[config.mk]
export PLATFORM = sky130hd
export DESIGN_NAME = braun_divider
export DESIGN_NICKNAME = d
export VERILOG_FILES = /design/src/rtl/braun_divider.sv
export SDC_FILE = /design/constraint.sdc
export NUM_CORES = 1
export LEC_CHECK = 0
export CAP_MARGIN = 40
export CORE_ASPECT_RATIO = 1.25
export CORE_MARGIN = 2
export CORE_UTILIZATION = 30
export CTS_CLUSTER_DIAMETER = 30
export DETAILED_ROUTE_END_ITERATION = 16
export GPL_ROUTABILITY_DRIVEN = 0
export PLACE_DENSITY = 0.58
export SLEW_MARGIN = 25
export SYNTH_ARGS = -nofsm -noshare
export SYNTH_HDL_FRONTEND = slang
export SYNTH_SLANG_ARGS = --single-unit
[constraint.sdc]
create_clock -name clk -period 1.85 [get_ports clk]
set_clock_uncertainty 0.15 [all_clocks]
set_input_delay 0.37 -clock clk [delete_from_list [all_inputs] [get_ports clk]]
set_output_delay 0.37 -clock clk [all_outputs]
set_load 0.1 [all_outputs]
[src/rtl/braun_divider.sv]
// braun_divider: 8-bit / 4-bit restoring divider, one quotient bit per cycle.
// Define DIV0_ERR_EN to add the div0 flag and a single-cycle divide-by-zero path.
module braun_divider (
    input  logic       clk,
    input  logic       rst_n,
    input  logic       start,
    input  logic [7:0] p,
    input  logic [3:0] y,
    output logic [7:0] q,
    output logic [3:0] r,
    output logic       busy,
    output logic       done
`ifdef DIV0_ERR_EN
    ,
    output logic       div0
`endif
);
    typedef enum logic [1:0] {IDLE, RUN, DONE} state_t;
    state_t      state_q, state_d;
    logic [2:0]  cnt_q, cnt_d;
    logic [3:0]  rem_q, rem_d;
    logic [7:0]  dvd_q, dvd_d;
    logic [3:0]  dvs_q, dvs_d;
    logic [7:0]  quo_q, quo_d;
    logic [7:0]  q_q, q_d;
    logic [3:0]  r_q, r_d;
    logic [4:0]  sh, nrem;
    logic        ge;
    // A zero divisor always "fits", so the quotient fills with ones and the dividend's low nibble remains.
    assign sh   = {rem_q, dvd_q[7]};
    assign ge   = sh >= {1'b0, dvs_q};
    assign nrem = ge ? sh - {1'b0, dvs_q} : sh;
`ifdef DIV0_ERR_EN
    logic div0_q, div0_d;
    assign div0 = div0_q;
`endif
    always_comb begin
        state_d = state_q;
        cnt_d   = cnt_q;
        rem_d   = rem_q;
        dvd_d   = dvd_q;
        dvs_d   = dvs_q;
        quo_d   = quo_q;
        q_d     = q_q;
        r_d     = r_q;
`ifdef DIV0_ERR_EN
        div0_d  = 1'b0;
`endif
        case (state_q)
            IDLE: if (start) begin
`ifdef DIV0_ERR_EN
                if (y == 4'd0) begin
                    state_d = DONE;
                    q_d     = 8'hFF;
                    r_d     = p[3:0];
                    div0_d  = 1'b1;
                end else begin
`else
                begin
`endif
                    state_d = RUN;
                    dvd_d   = p;
                    dvs_d   = y;
                    rem_d   = 4'd0;
                    cnt_d   = 3'd0;
                    quo_d   = 8'd0;
                end
            end
            RUN: begin
                rem_d = nrem[3:0];
                dvd_d = {dvd_q[6:0], 1'b0};
                quo_d = {quo_q[6:0], ge};
                cnt_d = cnt_q + 3'd1;
                if (cnt_q == 3'd7) begin
                    state_d = DONE;
                    q_d     = {quo_q[6:0], ge};
                    r_d     = nrem[3:0];
                end
            end
            DONE:    state_d = IDLE;
            default: state_d = IDLE;
        endcase
    end
    always_ff @(posedge clk or negedge rst_n) begin
        if (!rst_n) begin
            state_q <= IDLE;
            cnt_q   <= 3'd0;
            rem_q   <= 4'd0;
            dvd_q   <= 8'd0;
            dvs_q   <= 4'd0;
            quo_q   <= 8'd0;
            q_q     <= 8'd0;
            r_q     <= 4'd0;
        end else begin
            state_q <= state_d;
            cnt_q   <= cnt_d;
            rem_q   <= rem_d;
            dvd_q   <= dvd_d;
            dvs_q   <= dvs_d;
            quo_q   <= quo_d;
            q_q     <= q_d;
            r_q     <= r_d;
        end
    end
`ifdef DIV0_ERR_EN
    always_ff @(posedge clk or negedge rst_n) begin
        if (!rst_n) div0_q <= 1'b0;
        else        div0_q <= div0_d;
    end
`endif
    assign q    = q_q;
    assign r    = r_q;
    assign busy = state_q == RUN;
    assign done = state_q == DONE;
endmodule

==> reports/metrics.cfg, run 1 <==
[status]
outcome=finished, violations left
violations=setup timing

[cts]
clk_pin_slew_worst_paths_ps=80
numCtsBuffers=5
clock_sinks=40
cts_tree=done
cts-root-buf=clkbuf_8
htreeDepth=2
clock_latency_ps=290
clock_path_buffers=2

[grt]
grt_pass1_wl_um=6620
gr-total-overflow=0
grt_max_degree=25
track_usage=0.127
grt_pass1_vias=1388
antenna_found_initial=0

[critical_path]
crit_buf_inv=1
ff2ff_path_depth=7
path_cells=inv_2, ha_4, nand2b_4, a211oi_4, o21ai_4, mux2_4, o21ai_2
end_kind=flop
max_stage_delay_ps=390
cpMaxStageDelayCell=dfrtp_1
r2r_setup_slack_ps=-50
cp.depth=7
r2r-end=r[0]$_DFFE_PN0P_
worstSetupPathType=reg2reg
r2r_start=dvd_q[7]$_DFFE_PN0P_
cp-startpoint=dvd_q[7]$_DFFE_PN0P_
worstPathMaxFanout=5
crit_path_start_kind=flop
critPathRequiredTime_ps=1920
critPathArrivalTime_ps=1970
crit_family=compound AO/OA/AOI/OAI gates

[synthesis]
yosysTopAreaCellShare=0.552
async_reset_ff_frac=1.00
yosys_warnings=0
ys.flop_type=dfrtp_1
synth_top_family_by_area=compound AO/OA/AOI/OAI gates
synth_top_cells_by_area=dfrtp_1 (55%), mux2i_1 (4.4%), a22o_1 (4.4%), ha_1 (4.1%), o21ai_0 (4.1%)
synth-xor-area-share=0.00483
synth.area.mux_share=0.113
synthAdderAreaFrac=0.0525
synth_edf_count=0
synth_top_area_cell=dfrtp_1
syn-num-nets=169
yosysSeqAreaShare=0.552
syn_inst=147
synth_area_per_cell_um2=12.3
ys_ff_latch=40
synth_compound_area_frac=0.165
synth_cell_type_count=39
synthSimpleGateAreaFrac=0.0836
synth_area_um2=1810

[final_layout]
fillers=547
layout_commonest_cell=dfrtp_1
drive_gt1_frac=0.348
diodes=0
final_cell_mix=dfrtp_1 (40), buf_4 (19), nand2_1 (18), buf_12 (16)
area_growth_syn_to_layout_pct=46.0
nets=222

[route]
drcViolationCount=0
dr.pass1.iters=4
num_vias=1276
via_per_inst=4.78
antenna_left=0
wirelength_um=3680
wl_per_cell_um=13.8
drtIter0Drc=65

[timing]
drv_slew=0
period_needed_ps=1900
worst_slew_pin_slew_ps=426
timing.final.ws_setup_ps=-51.5
finalCritPeriodShare=1.03
timing.fmax_ghz=0.526
rsz0062_at_grt=yes
max_slew_margin=0.716
setup_violations=8
hold_viol=0

[floorplan]
rows=31
top_level_ports=29
die-width_um=73.5
die_h_um=90.9
initial_utilization=0.311
die_area_um2=6680
core_um2=5820

[min_path]
worstHoldPathCells=2
hold_path_startpoint=dvd_q[5]$_DFFE_PN0P_
worstHoldPathType=reg2reg
hold_path_end=dvd_q[5]$_DFFE_PN0P_

[flow_run]
drv_cap=0

[placement]
io_buffers=28
pre_cts_slack_ps=-58.1
dp_hpwl_um=2570

## registers in the layout (all words and copies together), names as in the netlist
signal,count
cnt_q,3
q,8
r,4
dvd_q,8
state_q,2
dvs_q,4
quo_q,7
rem_q,4
## per-stage QoR
step           hold WS, ps   util  setup TNS (ps)  cells  cell area [um2]
6_report               331  0.455            -186    267             2650
3_3_place_gp           182  0.420           -43.3    254             2440
5_1_grt                361  0.455            -838    267             2650
4_1_cts                338  0.449            -100    264             2610
3_5_place_dp           183  0.420            -264    254             2440
2_1_floorplan        -75.6      -               0    147             1810
## worst max path at each step
stage                                 to  slack, ps
finish                  r[0]$_DFFE_PN0P_        -50
global route            r[0]$_DFFE_PN0P_       -130
CTS                 rem_q[0]$_DFFE_PN0P_        -30
detailed placement  rem_q[3]$_DFFE_PN0P_        -60
global placement        r[3]$_DFFE_PN0P_        -20
floorplan               r[3]$_DFFE_PN0P_         30
## metal layers
layer,track usage,wire [um],vias to the layer above,share of wire
met5,0,0,-,0
met4,0.0364,62,0,0.017
met1,0.167,1710,622,0.46
li1,-,-,629,-
met3,0.0346,94,6,0.026
met2,0.202,1820,19,0.49
## cell type report
| class | instances | area [um2] | share of cell area |
|---|---|---|---|
| Clock inverter | 1 | 7.51 | 0.00284 |
| Timing Repair Buffer | 50 | 608 | 0.230 |
| Multi-Input combinational cell | 96 | 831 | 0.314 |
| Clock buffer | 7 | 86.3 | 0.0326 |
| Inverter | 7 | 28.8 | 0.0109 |
| Sequential cell | 40 | 1000 | 0.378 |
| Tap cell | 66 | 82.6 | 0.0312 |
## kinds of logic (layout without fill, tap and decap cells)
kind of cell,Yosys count,after routing
AO/OA/AOI/OAI,41,41
flip-flops,40,40
AND/OR/NAND/NOR,29,29
multiplexers,18,18
buffers and inverters,11,65
adder cells (fa/ha/maj),7,7
XOR/XNOR,1,1
## tightest hold or removal path, stage by stage, from the launching register on
cell,delay [ps]
dfrtp_1,350
nand2_1,40
o21ai_0,60
## timing repair
action                                  CTS  global route
gates resized for setup                   8             4
endpoints found under the hold margin    16             0
buffers inserted                          1             3
endpoints found under the setup margin    9            10
hold buffers                              1             0
pin swaps                                 1             3
## cells in the mapped netlist (all sizes together) (3+ instances only)
cell type  count
o21ai         21
a22o          10
dfrtp         40
nor2           3
nand2b         3
inv            7
ha             6
nand2         19
mux2i          8
mux2          10
Power of run 1 is not shown: default switching activity piles up to over one toggle a cycle in this logic, so the estimate is an artifact.
==> run 2: changes to the inputs <==
Settings changed: CTS_CLUSTER_DIAMETER 30 to 150.
==> results of run 2 <==
The final DEF is identical to that of run 1; final timing and power are the same.
Power of run 2 is left out for the same reason.
